<file path="config.mk">
export PLATFORM = sky130hd
export DESIGN_NAME = fixed_point_recip_inv
export DESIGN_NICKNAME = d
export VERILOG_FILES = /design/src/rtl/fixed_point_recip_inv_pkg.sv /design/src/rtl/fixed_point_recip_inv_div_step.sv /design/src/rtl/fixed_point_recip_inv.sv
export SDC_FILE = /design/constraint.sdc
export NUM_CORES = 1
export LEC_CHECK = 0
export ABC_AREA = 1
export BUFFER_PORTS_ARGS = -buffer_cell sky130_fd_sc_hd__buf_2
export CORE_AREA = 4 4 208 149
export CTS_CLUSTER_SIZE = 14
export DETAILED_ROUTE_END_ITERATION = 7
export DIE_AREA = 0 0 212 153
export PLACE_DENSITY = 0.73
export SLEW_MARGIN = 20
export SYNTH_ARGS = -nofsm -noshare
export SYNTH_HDL_FRONTEND = slang
export SYNTH_SLANG_ARGS = --single-unit
</file>
<file path="constraint.sdc">
create_clock -name clk -period 21.9 [get_ports clk]
set_input_delay 4.38 -clock clk [delete_from_list [all_inputs] [get_ports clk]]
set_output_delay 4.38 -clock clk [all_outputs]
set_load 0.1 [all_outputs]
</file>
<file path="src/rtl/fixed_point_recip_inv_pkg.sv">
// Shared state encodings, default widths and counter sizing for the
// fixed-point reciprocal inverter.
package fixed_point_recip_inv_pkg;

  localparam int unsigned DEF_IN_W   = 64;
  localparam int unsigned DEF_FRAC_W = 32;
  localparam int unsigned DEF_OUT_W  = 32;

  localparam logic [1:0] ST_IDLE  = 2'd0;
  localparam logic [1:0] ST_DIV   = 2'd1;
  localparam logic [1:0] ST_ROUND = 2'd2;
  localparam logic [1:0] ST_DONE  = 2'd3;

  // Wide enough for the longest iteration count (FRAC_W+2 steps).
  function automatic int unsigned cnt_width(input int unsigned frac_w);
    return $clog2(frac_w + 2);
  endfunction

endpackage

</file>
<file path="src/rtl/fixed_point_recip_inv_div_step.sv">
// One radix-2 restoring division step: shift in the next dividend bit,
// subtract the divisor when it fits.
module recip_div_step #(
  parameter int unsigned W = 64
) (
  input  logic [W:0]   rem,
  input  logic [W-1:0] q,
  input  logic         din,
  output logic [W:0]   rem_next,
  output logic         qbit
);

  logic [W+1:0] shifted;

  always_comb begin
    shifted  = {rem, din};
    qbit     = (shifted >= {2'b00, q});
    rem_next = qbit ? (W+1)'(shifted - {2'b00, q}) : (W+1)'(shifted);
  end

endmodule

</file>
<file path="src/rtl/fixed_point_recip_inv.sv">
// Sequential inverse of a fixed-point reciprocal: a = 2^FRAC_W / q.
// Build option RECIP_INV_ROUND_EN selects round-half-up instead of truncation.
module fixed_point_recip_inv
  import fixed_point_recip_inv_pkg::*;
#(
  parameter int unsigned IN_W   = DEF_IN_W,
  parameter int unsigned FRAC_W = DEF_FRAC_W,
  parameter int unsigned OUT_W  = DEF_OUT_W
) (
  input  logic             clk,
  input  logic             rst,
  input  logic             in_valid,
  output logic             in_ready,
  input  logic [IN_W-1:0]  q,
  output logic             out_valid,
  input  logic             out_ready,
  output logic [OUT_W-1:0] a,
  output logic             div_by_zero,
  output logic             overflow
);

`ifdef RECIP_INV_ROUND_EN
  localparam int unsigned N = FRAC_W + 2;
`else
  localparam int unsigned N = FRAC_W + 1;
`endif
  localparam int unsigned CNT_W = cnt_width(FRAC_W);
  localparam int unsigned QW    = N;
  localparam int unsigned RW    = (QW + 1 > OUT_W) ? QW + 1 : OUT_W;

  logic [1:0]       state;
  logic [IN_W-1:0]  q_r;
  logic [IN_W:0]    rem;
  logic [IN_W:0]    rem_next;
  logic [QW-1:0]    quo;
  logic [CNT_W-1:0] cnt;
  logic             din;
  logic             qbit;
  logic [QW:0]      r_full;
  logic [OUT_W-1:0] sat_max;
  logic             r_ovf;

  // The dividend is a single 1 followed by zeros, so its current bit is
  // simply "first iteration" rather than a stored shift register.
  assign din = (cnt == CNT_W'(N - 1));

  recip_div_step #(.W(IN_W)) u_step (
    .rem      (rem),
    .q        (q_r),
    .din      (din),
    .rem_next (rem_next),
    .qbit     (qbit)
  );

  always_comb begin
    sat_max = '1;
    r_full  = {1'b0, quo};
`ifdef RECIP_INV_ROUND_EN
    r_full  = (r_full + (QW+1)'(1)) >> 1;
`endif
    r_ovf   = (RW'(r_full) > RW'(sat_max));
  end

  assign in_ready  = (state == ST_IDLE);
  assign out_valid = (state == ST_DONE);

  always_ff @(posedge clk or posedge rst) begin
    if (rst) begin
      state       <= ST_IDLE;
      q_r         <= '0;
      rem         <= '0;
      quo         <= '0;
      cnt         <= '0;
      a           <= '0;
      div_by_zero <= 1'b0;
      overflow    <= 1'b0;
    end else begin
      case (state)
        ST_IDLE: begin
          if (in_valid) begin
            q_r <= q;
            rem <= '0;
            quo <= '0;
            if (q == '0) begin
              a           <= '1;
              div_by_zero <= 1'b1;
              overflow    <= 1'b0;
              state       <= ST_DONE;
            end else begin
              cnt   <= CNT_W'(N - 1);
              state <= ST_DIV;
            end
          end
        end
        ST_DIV: begin
          rem <= rem_next;
          quo <= {quo[QW-2:0], qbit};
          if (cnt == '0) begin
            state <= ST_ROUND;
          end else begin
            cnt <= cnt - CNT_W'(1);
          end
        end
        ST_ROUND: begin
          a           <= r_ovf ? '1 : OUT_W'(r_full);
          overflow    <= r_ovf;
          div_by_zero <= 1'b0;
          state       <= ST_DONE;
        end
        default: begin
          if (out_ready) begin
            state <= ST_IDLE;
          end
        end
      endcase
    end
  end

endmodule

</file>
# Word level (Yosys, flattened, before mapping)
# Index checks and enable logic that the tools add are counted.
[totals]
register_bits = 204
out_inout_bits = 36
[op_classes]
add_sub_neg = 2
magnitude_cmp = 2
n_eq_ne = 9
muxes = 24
reduce_logical = 11
[op_table]
columns = ["cell", "count"]
rows = [
  ["2-to-1 mux 65 bit", 2],
  ["case mux 65 bit (2 select lines)", 1],
  ["2-to-1 mux 32 bit", 3],
  [">= comparator 66 x 64 -> 1 bit", 1],
  ["case mux 33 bit (2 select lines)", 1],
  ["subtractor 65 x 64 -> 65 bit", 1],
  ["zero test 64 bit", 1],
  ["case mux 32 bit (2 select lines)", 1],
  ["> comparator 33 x 32 -> 1 bit (second input constant)", 1],
  ["2-to-1 mux 33 bit", 1],
  ["2-to-1 mux 6 bit", 3],
  ["case mux 6 bit (2 select lines)", 1],
  ["2-to-1 mux 2 bit", 4],
  ["!= test 2 bit (second input constant)", 4],
  ["== test 6 bit (second input constant)", 1],
  ["zero test 6 bit", 1],
  ["case mux 2 bit (3 select lines)", 1],
  ["AND reduction 3 bit", 2],
  ["subtractor 6 x 1 -> 6 bit (second input constant)", 1],
  ["== test 2 bit (second input constant)", 2],
  ["2-to-1 mux 1 bit", 4],
  ["case mux 1 bit (2 select lines)", 2],
  ["AND reduction 2 bit", 2],
  ["AND reduction 4 bit", 1],
  ["5 further kinds", 6],
]

# Logic depth before layout (Yosys ltp)
# Gate-level depths: netlist of the first run.
[depth]
ltp_word = 4
ltp_mapped = 22
mapped_depth_nobuf = 22

# By module
# A second synthesis of the first run with hierarchy kept.
[hier_totals]
hier_cells = 2635
hier_area_um2 = 16189.3
[modules_own_cells]
columns = ["module", "n_inst", "cells_each", "area_each_um2", "seq_area_each_um2"]
rows = [
  ["fixed_point_recip_inv", 1, 993, 8604.5, 5104.9],
  ["recip_div_step", 1, 1642, 7584.8, 0.0],
]

# Worst setup path after synthesis of the first run
# No wires, ideal clock.
[synth_path]
path_type = "register -> output"
start = "reg state[0]"
end = "out in_ready"
arrival_time_ps = 1326
required_time_ps = 17520
setup_slack_ps = 16194
stages_incl_launch_ff = 3
n_path_buf = 0
cell_sequence = "dfrtp_1 -> inv_1 -> ha_1"
[synth_between]
elab_chain_len = 1
[synth_rtl]
columns = ["item", "line", "rtl"]
rows = [
  ["start, declared", "fixed_point_recip_inv.sv:31", "logic [1:0] state;"],
  ["start signal, assigned", "fixed_point_recip_inv.sv:69", "state <= ST_IDLE;"],
  ["start signal, assigned", "fixed_point_recip_inv.sv:88", "state <= ST_DONE;"],
  ["start signal, assigned", "fixed_point_recip_inv.sv:91", "state <= ST_DIV;"],
  ["zero test 2 bit", "fixed_point_recip_inv.sv:64", "assign in_ready = (state == ST_IDLE);"],
  ["end, declared", "fixed_point_recip_inv.sv:13", "output logic in_ready,"],
]
# Every way passes these cells.

# Worst setup path after layout of the first run
[layout_path]
start = "in in_valid"
end = "reg cnt[5]"
[layout_between]
elab_chain_len = 2
[layout_rtl]
columns = ["item", "line", "rtl"]
rows = [
  ["start, declared", "fixed_point_recip_inv.sv:12", "input logic in_valid,"],
  ["!= test 2 bit (no line)", "--", ""],
  ["AND reduction 4 bit (no line)", "--", ""],
  ["end signal, assigned", "fixed_point_recip_inv.sv:90", "cnt <= CNT_W'(N - 1);"],
  ["end signal, assigned", "fixed_point_recip_inv.sv:101", "cnt <= cnt - CNT_W'(1);"],
  ["end, declared", "fixed_point_recip_inv.sv:36", "logic [CNT_W-1:0] cnt;"],
]
# Every way passes these cells.
# A chain may end at the register's enable or synchronous reset.

==> summary.txt, run 1 <==
Status
  – Outcome: finished, final reports clean

Clock tree
  – Worst skew pair latency: 540 ps
  – Clock sink total: 204
  – Hold Buf Count CTS: 0
  – Root Driver: clkbuf_16
  – CTS tree: built
  – Htree depth: 1
  – Number of buffers created by CTS: 21
  – Post-CTS Setup Inserts: 0
  – Clk buf depth: 3
  – Clk pin slew, worst setup/hold paths: 60 ps
  – Post-CTS resize count: 0

Pwr
  – Net Switching: 1.03 mW
  – Power density over cell area: 114 nW/um^2
  – Pleak: 10.0 nW
  – Sw frac: 52.7%
  – Tot Pwr: 1.95 mW
  – Seq pwr share: 27.3%
  – VDD IR-drop max: 178 uV
  – Cell internal pwr: 0.922 mW
  – Comb power frac: 55.0%
  – Clock power frac: 17.7%

Die
  – I/O pin count: 104
  – Die area: 32400 sq um
  – Rows: 52
  – Die X: 212 microns
  – Die H: 153 microns
  – Initial Util: 54.7%
  – Core area: 28800 sq um

GRT
  – Initial antenna violation count: 0
  – GR met3 Demand/Resource: 5.31%
  – M2 GR Usage: 41.3%
  – Largest net degree at the start of global routing: 137
  – Met1 Usage GRT: 46.2%
  – First-pass GRT wire length: 76500 microns
  – Most Crowded Layer GR: met1
  – Vias in the first global route: 14200
  – Total GRT Usage: 29.0%
  – Residual overflow from global routing: 0

Yosys
  – Synth area leader: dfrtp_1
  – Synth top area share: 32.4%
  – Mapped Cells: 2514
  – Yosys reg bits: 204
  – Post-synth EDFFs: 0
  – Avg Inst Size Synth: 6.27 sq um
  – Yosys warnings: 0
  – FFs w/ async S/R, synth: 100%
  – Synth Flop Type: dfrtp_1
  – Net Count, Synth: 2653
  – Cell area after synthesis: 15800 sq um
  – Synth top area cells: dfrtp_1 32%, nand2_1 23%, inv_1 12%
  – Synth cell types: 39
  – Seq/Total Area, Yosys: 32.4%

Timing
  – RSZ-0062 raised after global routing: no
  – Setup tns final: 0 ps
  – Min Tclk post-route: 6790 ps
  – Slew Limit Headroom: 26.9%
  – Final setup skew: 29.9 ps
  – Worst Tran Pin Value: 1090 ps
  – Final setup fails: 0
  – Max frequency: 0.147 GHz
  – Final worst-path cycle share: 31.0%
  – Final hold violation count: 0
  – Final Max Slew Viols: 0

Run
  – Max-Cap Viols: 0

Critical path
  – CP endpoint kind: register
  – Crit Path Category: in -> reg
  – CP required: 22320 ps
  – Crit path DAT: 7210 ps
  – Critical-path maximum fanout: 68
  – Critical Path Source Type: input port

Final layout
  – Layout cells sized above 1: 8.72%
  – Design area: 17100 sq um
  – Fin nets: 2715
  – Antenna diode count: 0
  – Fillers: 2911
  – Non-Filler Instances: 2969
  – Register area: 5100 sq um
  – Multi-input gate area: 8290 sq um
  – Commonest non-fill, non-tap cell in the layout: nand2_1
  – Most frequent cells in the layout: 959 x nand2_1, 515 x inv_1, 204 x dfrtp_1
  – Syn-to-layout area delta: 8.73%

Routing
  – Detailed-router iteration count before antenna repair: 5
  – DRC viols: 0
  – Initial DRC Count: 1509
  – Final WL: 47700 microns
  – Post-DR wirelength/cell: 16.1 microns
  – Via count: 15500
  – Routed Antenna Nets: 0
  – Via density: 5.21

Placement
  – DP HPWL: 36000 microns
  – Input/output buffers: 103
  – Global placer's final weighted congestion: 1.04
  – Placed insts: 2931
  – Post-DP Area: 16500 sq um

Min path
  – Worst hold path type: reg -> reg
## path summary, 6_finish.rpt
path,startpoint,slack [ps],cells past startpoint,end
max in group asynchronous,rst,16450,3,rem[33]
max,in_valid,15110,8,cnt[5]
min in group asynchronous,rst,4030,2,div_by_zero
min,q_r[43],480,2,q_r[43]
max reg2reg,state[1],18210,9,cnt[5]
min reg2reg,q_r[43],480,2,q_r[43]
## kinds of logic after synthesis
family,count (synthesis),share of synthesized area [%]
compound gates,191,6.47
xor+xnor,40,2.22
fa+ha+maj,71,5.69
buf+inv,612,15.3
flops,204,32.4
simple gates,1396,37.9
## worst max-delay path, stage by stage
cell and delay (ps):
buf_2 100, nand2_4 50, inv_1 500, a21oi_4 30
buf_4 400, inv_1 890, nand3_1 530, o21ai_0 320
## synthesized netlist by cell type (2+ instances only)
cell type,count
a21oi_1,60
a21oi_2,2
buf_1,3
buf_2,22
buf_4,9
buf_6,6
clkbuf_1,33
clkinv_1,2
dfrtp_1,204
ha_1,70
inv_1,516
inv_2,20
nand2_1,961
nand2_2,17
nand3_1,146
nand3_2,2
nand3b_1,17
nand4_1,96
nor2_1,98
nor2_2,17
nor2_4,6
nor3_1,15
nor3_2,2
nor4_1,12
o21ai_0,89
o21ai_1,2
o21bai_1,4
o22ai_1,31
or2_2,4
xnor2_1,38
xor2_1,2
## state kept, by name (all words and copies together) (netlist names)
signal,count
a,32
cnt,6
div_by_zero,1
overflow,1
q_r,64
quo,33
rem,65
state,2
## stage by stage
step | hold slack [ps] | utilization (%) | setup WS [ps]
after floorplan | 453 | - | 11950
after global placement | 467 | 57.2 | 14550
after detailed placement | 474 | 57.2 | 14410
after CTS | 489 | 59.4 | 14930
after global routing | 504 | 59.4 | 14830
final | 484 | 59.4 | 15110
## final cells by class
type,instances,area share (%)
multi-input cells,1698,48.4
flip-flops and latches,204,29.8
repair buffers,113,3.45
clock buffers,31,3.52
clock inverters,7,0.226
inverters,538,11.8
well taps,378,2.76
## power by group through the flow
stage / registers, mW / clock network [mW] / logic (mW)
after floorplan: 0.743 / 0 / 0.614
final: 0.533 / 0.345 / 1.07
after global routing: 0.542 / 0.368 / 1.18
after detailed placement: 0.534 / 0 / 1.06
after CTS: 0.531 / 0.352 / 1.07
after global placement: 0.532 / 0 / 1.05
## routing by layer
layer	up-vias	wire (microns)
met2	479	19000
li1	7815	-
met3	58	3640
met1	7130	24200
met5	-	0
met4	0	899
(Power assumes the default switching activity.)
==> inputs of run 2 (changes only) <==
--- a/config.mk
+++ b/config.mk
@@ -5,13 +5,13 @@
 export SDC_FILE = /design/constraint.sdc
 export NUM_CORES = 1
 export LEC_CHECK = 0
-export ABC_AREA = 1
+export ABC_AREA = 0
 export BUFFER_PORTS_ARGS = -buffer_cell sky130_fd_sc_hd__buf_2
-export CORE_AREA = 4 4 208 149
+export CORE_AREA = 4 4 185 133
 export CTS_CLUSTER_SIZE = 14
 export DETAILED_ROUTE_END_ITERATION = 7
-export DIE_AREA = 0 0 212 153
-export PLACE_DENSITY = 0.73
+export DIE_AREA = 0 0 189 137
+export PLACE_DENSITY = 0.77
 export SLEW_MARGIN = 20
 export SYNTH_ARGS = -nofsm -noshare
 export SYNTH_HDL_FRONTEND = slang
==> constraint.sdc (replaced) <==
create_clock -name clk -period 5.46 [get_ports clk]
set_input_delay 1.092 -clock clk [delete_from_list [all_inputs] [get_ports clk]]
set_output_delay 1.092 -clock clk [all_outputs]
set_load 0.1 [all_outputs]
==> summary.txt, run 2 <==
Status
  – Outcome: finished, final reports clean

Routing
  – Via density: 5.76 (+10%)
  – Met3 wire len: 1920 microns (-47%)
  – DRC viols: 0 (unchanged)
  – Initial DRC Count: 917 (-39%)
  – M1 WL: 15700 microns (-35%)
  – Via count: 10300 (-33%)
  – Final WL: 31000 microns (-35%)
  – Met2 WL post-DR: 13000 microns (-32%)
  – Post-DR wirelength/cell: 17.2 microns (+7.4%)
  – Detailed-router iteration count before antenna repair: 6 (+1)
  – Routed Antenna Nets: 0 (unchanged)
  – Uppermost routed layer: met4

Yosys
  – Synth cell types: 69 (+77%)
  – Synth top area cells: dfrtp_1 41%, ha_1 7.1%, mux2_2 5.8%
  – Avg Inst Size Synth: 8.89 sq um (+42%)
  – Yosys reg bits: 204 (unchanged)
  – Synth top area share: 41.1% (+8.7 points)
  – Top-count cell post-synth: dfrtp_1
  – Net Count, Synth: 1535 (-42%)
  – Synth top cells by count: 204 x dfrtp_1, 191 x nand2_1, 109 x a21oi_1, 107 x nor2_1, 93 x inv_1
  – Post-synth EDFFs: 0 (unchanged)
  – Synth area leader: dfrtp_1
  – FFs w/ async S/R, synth: 100% (unchanged)
  – Synth Flop Type: dfrtp_1
  – Cell area after synthesis: 12400 sq um (-21%)
  – Yosys warnings: 0 (unchanged)
  – Mapped Cells: 1396 (-44%)
  – Seq/Total Area, Yosys: 41.1% (+8.7 points)

Timing
  – Final hold violation count: 0 (unchanged)
  – Min Tclk post-route: 4900 ps
  – Max frequency: 0.204 GHz
  – Final Max Slew Viols: 0 (unchanged)
  – Slew Limit Headroom: 26.9% (+0.039 points)
  – Final setup skew: 14.6 ps (-15.3 ps)
  – RSZ-0062 raised after global routing: no
  – WHS: 494 ps (+9.45 ps)
  – Final worst-path cycle share: 89.8%
  – Final setup fails: 0 (unchanged)
  – Setup tns final: 0 ps (unchanged)
  – Worst Tran Pin Value: 1090 ps (-0.578 ps)

Min path
  – Worst hold path type: reg -> reg
  – HP Start: quo[8]

GRT
  – Largest net degree at the start of global routing: 191 (+39%)
  – First-pass GRT wire length: 51300 microns (-33%)
  – Total GRT Usage: 23.8% (-5.1 points)
  – Vias in the first global route: 9932 (-30%)
  – Residual overflow from global routing: 0 (unchanged)
  – Initial antenna violation count: 0 (unchanged)

Clock tree
  – Root Driver: clkbuf_16
  – CTS tree: built
  – Post-CTS Setup Inserts: 0 (unchanged)
  – Number of buffers created by CTS: 21 (unchanged)
  – Worst skew pair latency: 510 ps (-30 ps)
  – Post-CTS resize count: 0 (unchanged)
  – Hold Buf Count CTS: 0 (unchanged)
  – Clk pin slew, worst setup/hold paths: 60 ps (about the same)
  – Clock sink total: 204 (unchanged)
  – Htree depth: 1 (unchanged)
  – Clk buf depth: 3 (unchanged)

Placement
  – Placed insts: 1757 (-40%)
  – DP HPWL: 22000 microns (-39%)
  – Post-DP Area: 13200 sq um (-20%)
  – Input/output buffers: 103 (unchanged)
  – Global placer's final weighted congestion: 0.955 (-8.2%)

Final layout
  – Register with the most flip-flops: rem
  – Non-Filler Instances: 1796 (-40%)
  – Most frequent cells in the layout: 204 x dfrtp_1, 190 x nand2_1, 109 x a21oi_1
  – Layout cells sized above 1: 15.8% (+7.1 points)
  – Design area: 14000 sq um (-18%)
  – Antenna diode count: 0 (unchanged)
  – Syn-to-layout area delta: 12.8%
  – Max reg flops: 65 (unchanged)
  – Commonest non-fill, non-tap cell in the layout: dfrtp_1
  – Fin nets: 1608 (-41%)
  – Fillers: 1960 (-33%)
  – Top flop regs: rem (65), q_r (64), quo (33)

Critical path
  – Worst r2r src: cnt[0]
  – Critical path's slowest cell: a221o_4
  – CP most frequent cell: ha_1
  – Critical-path maximum fanout: 51 (-25%)
  – Critical path origin: cnt[0]
  – CP endpoint kind: register
  – Critical Path Source Type: register
  – CP required: 5830 ps (-16490 ps)
  – Crit path DAT: 5270 ps (-1940 ps)
  – Critical path, cell by cell: inv_1 > ha_1 > nand2b_1 > nor3_1 > nand2_1 > ha_1 > fa_1 > nor2b_1 > o31ai_4 > a21oi_1 > o31ai_1 > a31oi_1 > or3_1 > a21o_1 > a221o_4 > buf_4 > nor2_2 > a22oi_1 > o21ai_1
  – Crit Path Category: reg -> reg
  – Slowest stage delay, CP: 670 ps (-220 ps)

Die
  – Initial Util: 54.9% (+0.23 points)
  – Die area: 25900 sq um (-20%)
  – Rows: 46 (-12%)
  – Core area: 22600 sq um (-22%)
  – Die H: 137 microns (-10%)
  – Die X: 189 microns (-11%)
  – I/O pin count: 104 (unchanged)

Run
  – Max-Cap Viols: 0 (unchanged)

Pwr
  – VDD IR-drop max: 424 uV (+140%)
  – Pleak: 6.61 nW (-34%)
  – Power density over cell area: 638 nW/um^2 (+460%)
  – Tot Pwr: 8.93 mW (+360%)
run 2: changes by cell type after synthesis, sizes merged, moves of 16 or more:
cell,delta
nand2,-788
inv,-443
nand3,-94
nand4,-80
mux2,+65
a21oi,+48
mux2i,+34
o22ai,-29
a21o,+25
buf,-23
o21ai,+18
nand3b,-16
run 2: cells by family after synthesis:
logic type,count (synthesis),synth area share (%)
and+or+nand+nor,455,16.5
AOI/OAI and AO/OA,349,17.3
xor gates and xnor gates,60,4.23
DFF,204,41.1
muxes,99,8.64
buffers and inverters,158,5.04
adders and majority gates,71,7.21
run 2: routing by layer:
| metal | global-route usage [%] | vias up |
|---|---|---|
| met5 | 0 | - |
| met4 | 4.17 | 0 |
| met3 | 4.05 | 30 |
| met2 | 35.1 | 289 |
| met1 | 37.3 | 4985 |
| li1 | - | 5033 |
run 2: worst paths after layout:
kind	to	cells after the start	slack, ps
hold reg to reg	quo[8]	2	490
max in group asynchronous	rem[56]	4	3590
min in group asynchronous	q_r[18]	2	560
setup reg to reg	rem[63]	19	560
setup / recovery	rem[63]	19	560
hold / removal	quo[8]	2	490
run 2: area by class of cell:
| cell class | instances | area [sq um] | area share (%) |
|---|---|---|---|
| multi-input combinational | 1034 | 6720 | 48.0 |
| sequential | 204 | 5100 | 36.4 |
| timing repair buffer | 115 | 638 | 4.55 |
| clock buffer | 29 | 626 | 4.46 |
| tap | 312 | 390 | 2.79 |
| inverter | 93 | 353 | 2.52 |
| clock inverter | 9 | 178 | 1.27 |
run 2: report_power, final:
part           switching, mW  leakage [nW]  internal, mW  total (mW)
Sequential             0.322          2.54          2.01        2.34
Combinational           3.29          3.67          1.66        4.95
Clock                  0.613         0.398          1.04        1.65
run 2: critical path, delay by kind of cell (launching register included):
kind,cells,cell delay (ps)
AOI/OAI and AO/OA,8,1930
and+or+nand+nor,6,1040
adders and majority gates,3,790
buffers and inverters,2,570
DFF,1,400
run 2: metrics by stage:
step,utilization (%),setup WS [ps]
2_1_floorplan,-,1720
3_3_place_gp,58.3,933
3_5_place_dp,58.3,672
4_1_cts,61.8,655
5_1_grt,61.9,188
6_report,61.9,559
==> inputs of run 3 (changes only) <==
--- a/config.mk
+++ b/config.mk
@@ -7,11 +7,12 @@
 export LEC_CHECK = 0
 export ABC_AREA = 0
 export BUFFER_PORTS_ARGS = -buffer_cell sky130_fd_sc_hd__buf_2
-export CORE_AREA = 4 4 185 133
+export CORE_AREA = 4 4 164 150
 export CTS_CLUSTER_SIZE = 14
 export DETAILED_ROUTE_END_ITERATION = 7
-export DIE_AREA = 0 0 189 137
+export DIE_AREA = 0 0 168 154
 export PLACE_DENSITY = 0.77
+export RECOVER_POWER = 50
 export SLEW_MARGIN = 20
 export SYNTH_ARGS = -nofsm -noshare
 export SYNTH_HDL_FRONTEND = slang
==> summary.txt, run 3 (synthesized netlist as in run 2, its figures left out) <==
Clock tree
  – Clk buf depth: 3 (unchanged)
  – Worst skew pair latency: 510 ps (about the same)
  – Hold Buf Count CTS: 0 (unchanged)
  – Root Driver: clkbuf_16
  – Number of buffers created by CTS: 23 (+9.5%)
  – CTS tree: built
  – Clock sink total: 204 (unchanged)
  – Post-CTS resize count: 0 (unchanged)
  – Htree depth: 1 (unchanged)
  – Clk pin slew, worst setup/hold paths: 60 ps (about the same)
  – Post-CTS Setup Inserts: 0 (unchanged)

Timing
  – Final Max Slew Viols: 159 (+159)
  – RSZ-0062 raised after global routing: no
  – Max frequency: 0.219 GHz (+7.5%)
  – Final setup skew: 15.4 ps (+0.840 ps)
  – Final hold violation count: 0 (unchanged)
  – Min Tclk post-route: 4560 ps (-343 ps)
  – Worst Tran Pin Value: 3120 ps (+2040 ps)
  – Setup tns final: 0 ps (unchanged)
  – Slew Limit Headroom: -108% (-140 points)
  – Final worst slack: 901 ps (+343 ps)
  – Final setup fails: 0 (unchanged)
  – Final worst-path cycle share: 83.5% (-6.3 points)

Min path
  – Worst hold path type: reg -> reg
  – HP Start: quo[14]
  – Hold path depth: 2 (unchanged)

Placement
  – DP HPWL: 21900 microns (-0.37%)
  – Global placer's final weighted congestion: 0.915 (-4.2%)
  – Setup WS pre-CTS: 946 ps (+274 ps)
  – Input/output buffers: 103 (unchanged)

Critical path
  – Slowest stage delay, CP: 480 ps (-190 ps)
  – Critical-path maximum fanout: 39 (-24%)
  – Worst r2r src: cnt[0]
  – CP most frequent cell: ha_1
  – CP required: 5890 ps (+60 ps)
  – Crit path DAT: 4990 ps (-280 ps)
  – Worst Reg-to-Reg Cells: 18 (-1)
  – Critical Path Source Type: register
  – CP endpoint kind: register
  – Worst R2R Setup Slack: 900 ps (+340 ps)
  – Crit Path Category: reg -> reg
  – Critical path, cell by cell: inv_1 > ha_1 > nand2b_1 > nor3_1 > nand2_1 > ha_1 > fa_1 > nor2b_1 > o31ai_4 > a21oi_1 > o31ai_1 > a31oi_1 > or3_1 > a21o_1 > a221o_4 > buf_4 > mux2_1 > o22ai_1
  – Critical path origin: cnt[0]
  – Critical path's slowest cell: buf_4

Final layout
  – Fillers: 1973 (+0.66%)
  – Most frequent cells in the layout: 204 x dfrtp_1, 191 x nand2_1, 109 x a21oi_1
  – Register with the most flip-flops: rem
  – Commonest non-fill, non-tap cell in the layout: dfrtp_1
  – Fin nets: 1613 (+0.31%)
  – Top flop regs: rem (65), q_r (64), quo (33)
  – Layout cells sized above 1: 15.7% (-0.17 points)
  – Max reg flops: 65 (unchanged)
  – Syn-to-layout area delta: 12.3%

Die
  – Initial Util: 54.0% (-0.93 points)
  – Rows: 53 (+15%)
  – Die H: 154 microns (+12%)
  – Die X: 168 microns (-11%)
  – Die area: 25900 sq um (about the same)
  – I/O pin count: 104 (unchanged)
  – Core area: 23000 sq um (+1.7%)

GRT
  – Residual overflow from global routing: 0 (unchanged)
  – Largest net degree at the start of global routing: 98 (-49%)
  – Total GRT Usage: 23.5% (-0.39 points)
  – Initial antenna violation count: 1 (+1)
  – First-pass GRT wire length: 51100 microns (-0.36%)
  – Vias in the first global route: 10100 (+1.8%)

Routing
  – Detailed-router iteration count before antenna repair: 5 (-1)
  – DRC viols: 0 (unchanged)
  – Via count: 10400 (+0.31%)
  – Via density: 5.79 (+0.65%)
  – Final WL: 30500 microns (-1.7%)
  – Post-DR wirelength/cell: 17.0 microns (-1.3%)
  – Routed Antenna Nets: 0 (unchanged)
  – Initial DRC Count: 725 (-21%)

Status
  – Failing checks: capacitance limit, slew limit
  – Outcome: finished with violations

Pwr
  – Pleak: 6.58 nW (-0.42%)
  – VDD IR-drop max: 333 uV (-22%)
  – Power density over cell area: 637 nW/um^2 (-0.15%)

Run
  – Max-Cap Viols: 3 (+3)
-- run 3: cell types whose count changed in the layout (fill, tap and decap cells not counted), sizes merged --
cell	before	now
buf	115	114
diode	0	1
bufinv	5	4
clkinvlp	1	3
clkinv	2	4
inv	94	92
clkbuf	29	32
-- run 3: per-stage QoR --
stage | utilization [%] | cell area [sq um] | std cells | power, mW | hold slack [ps]
after floorplan | - | 12400 | 1396 | 6.19 | 453
after global placement | 57.3 | 13200 | 1751 | 7.12 | 465
after detailed placement | 57.3 | 13200 | 1751 | 7.23 | 479
after CTS | 60.7 | 14000 | 1789 | 8.89 | 496
after global routing | 60.6 | 13900 | 1790 | 9.53 | 521
final | 60.6 | 13900 | 1790 | 8.88 | 500
-- run 3: final timing paths --
kind / end
setup reg to reg: rem[0]
setup / recovery: rem[0]
hold / removal: quo[14]
min in group asynchronous: rem[58]
max in group asynchronous: rem[23]
hold reg to reg: quo[14]
-- run 3: area by class of cell --
type	count	area (sq um)	area share (%)
Timing Repair Buffer	118	614	4.40
Clock buffer	28	624	4.48
Clock inverter	10	155	1.11
Antenna cell	1	2.50	0.0179
Inverter	93	350	2.51
Multi-Input combinational cell	1034	6720	48.2
Tap cell	302	378	2.71
Sequential cell	204	5100	36.6
-- run 3: critical path: cells and delay by family (launching register included) --
family	cells	cell delay, ps
mux	1	370
buf+inv	2	550
simple gates	5	900
flops	1	390
compound gates	7	1410
fa+ha+maj	3	800
-- run 3: power by group --
group | internal (mW) | total (mW) | switching, mW
registers | 2.01 | 2.34 | 0.325
clock network | 0.995 | 1.61 | 0.617
logic | 1.66 | 4.93 | 3.27
-- run 3: per-layer routing --
layer / share of wire (%) / track usage (%) / vias up
met5: 0 / 0 / -
met4: 2.5 / 6.41 / 0
met3: 6.1 / 4.40 / 44
met2: 44 / 36.3 / 285
met1: 47 / 34.0 / 4994
li1: - / - / 5046
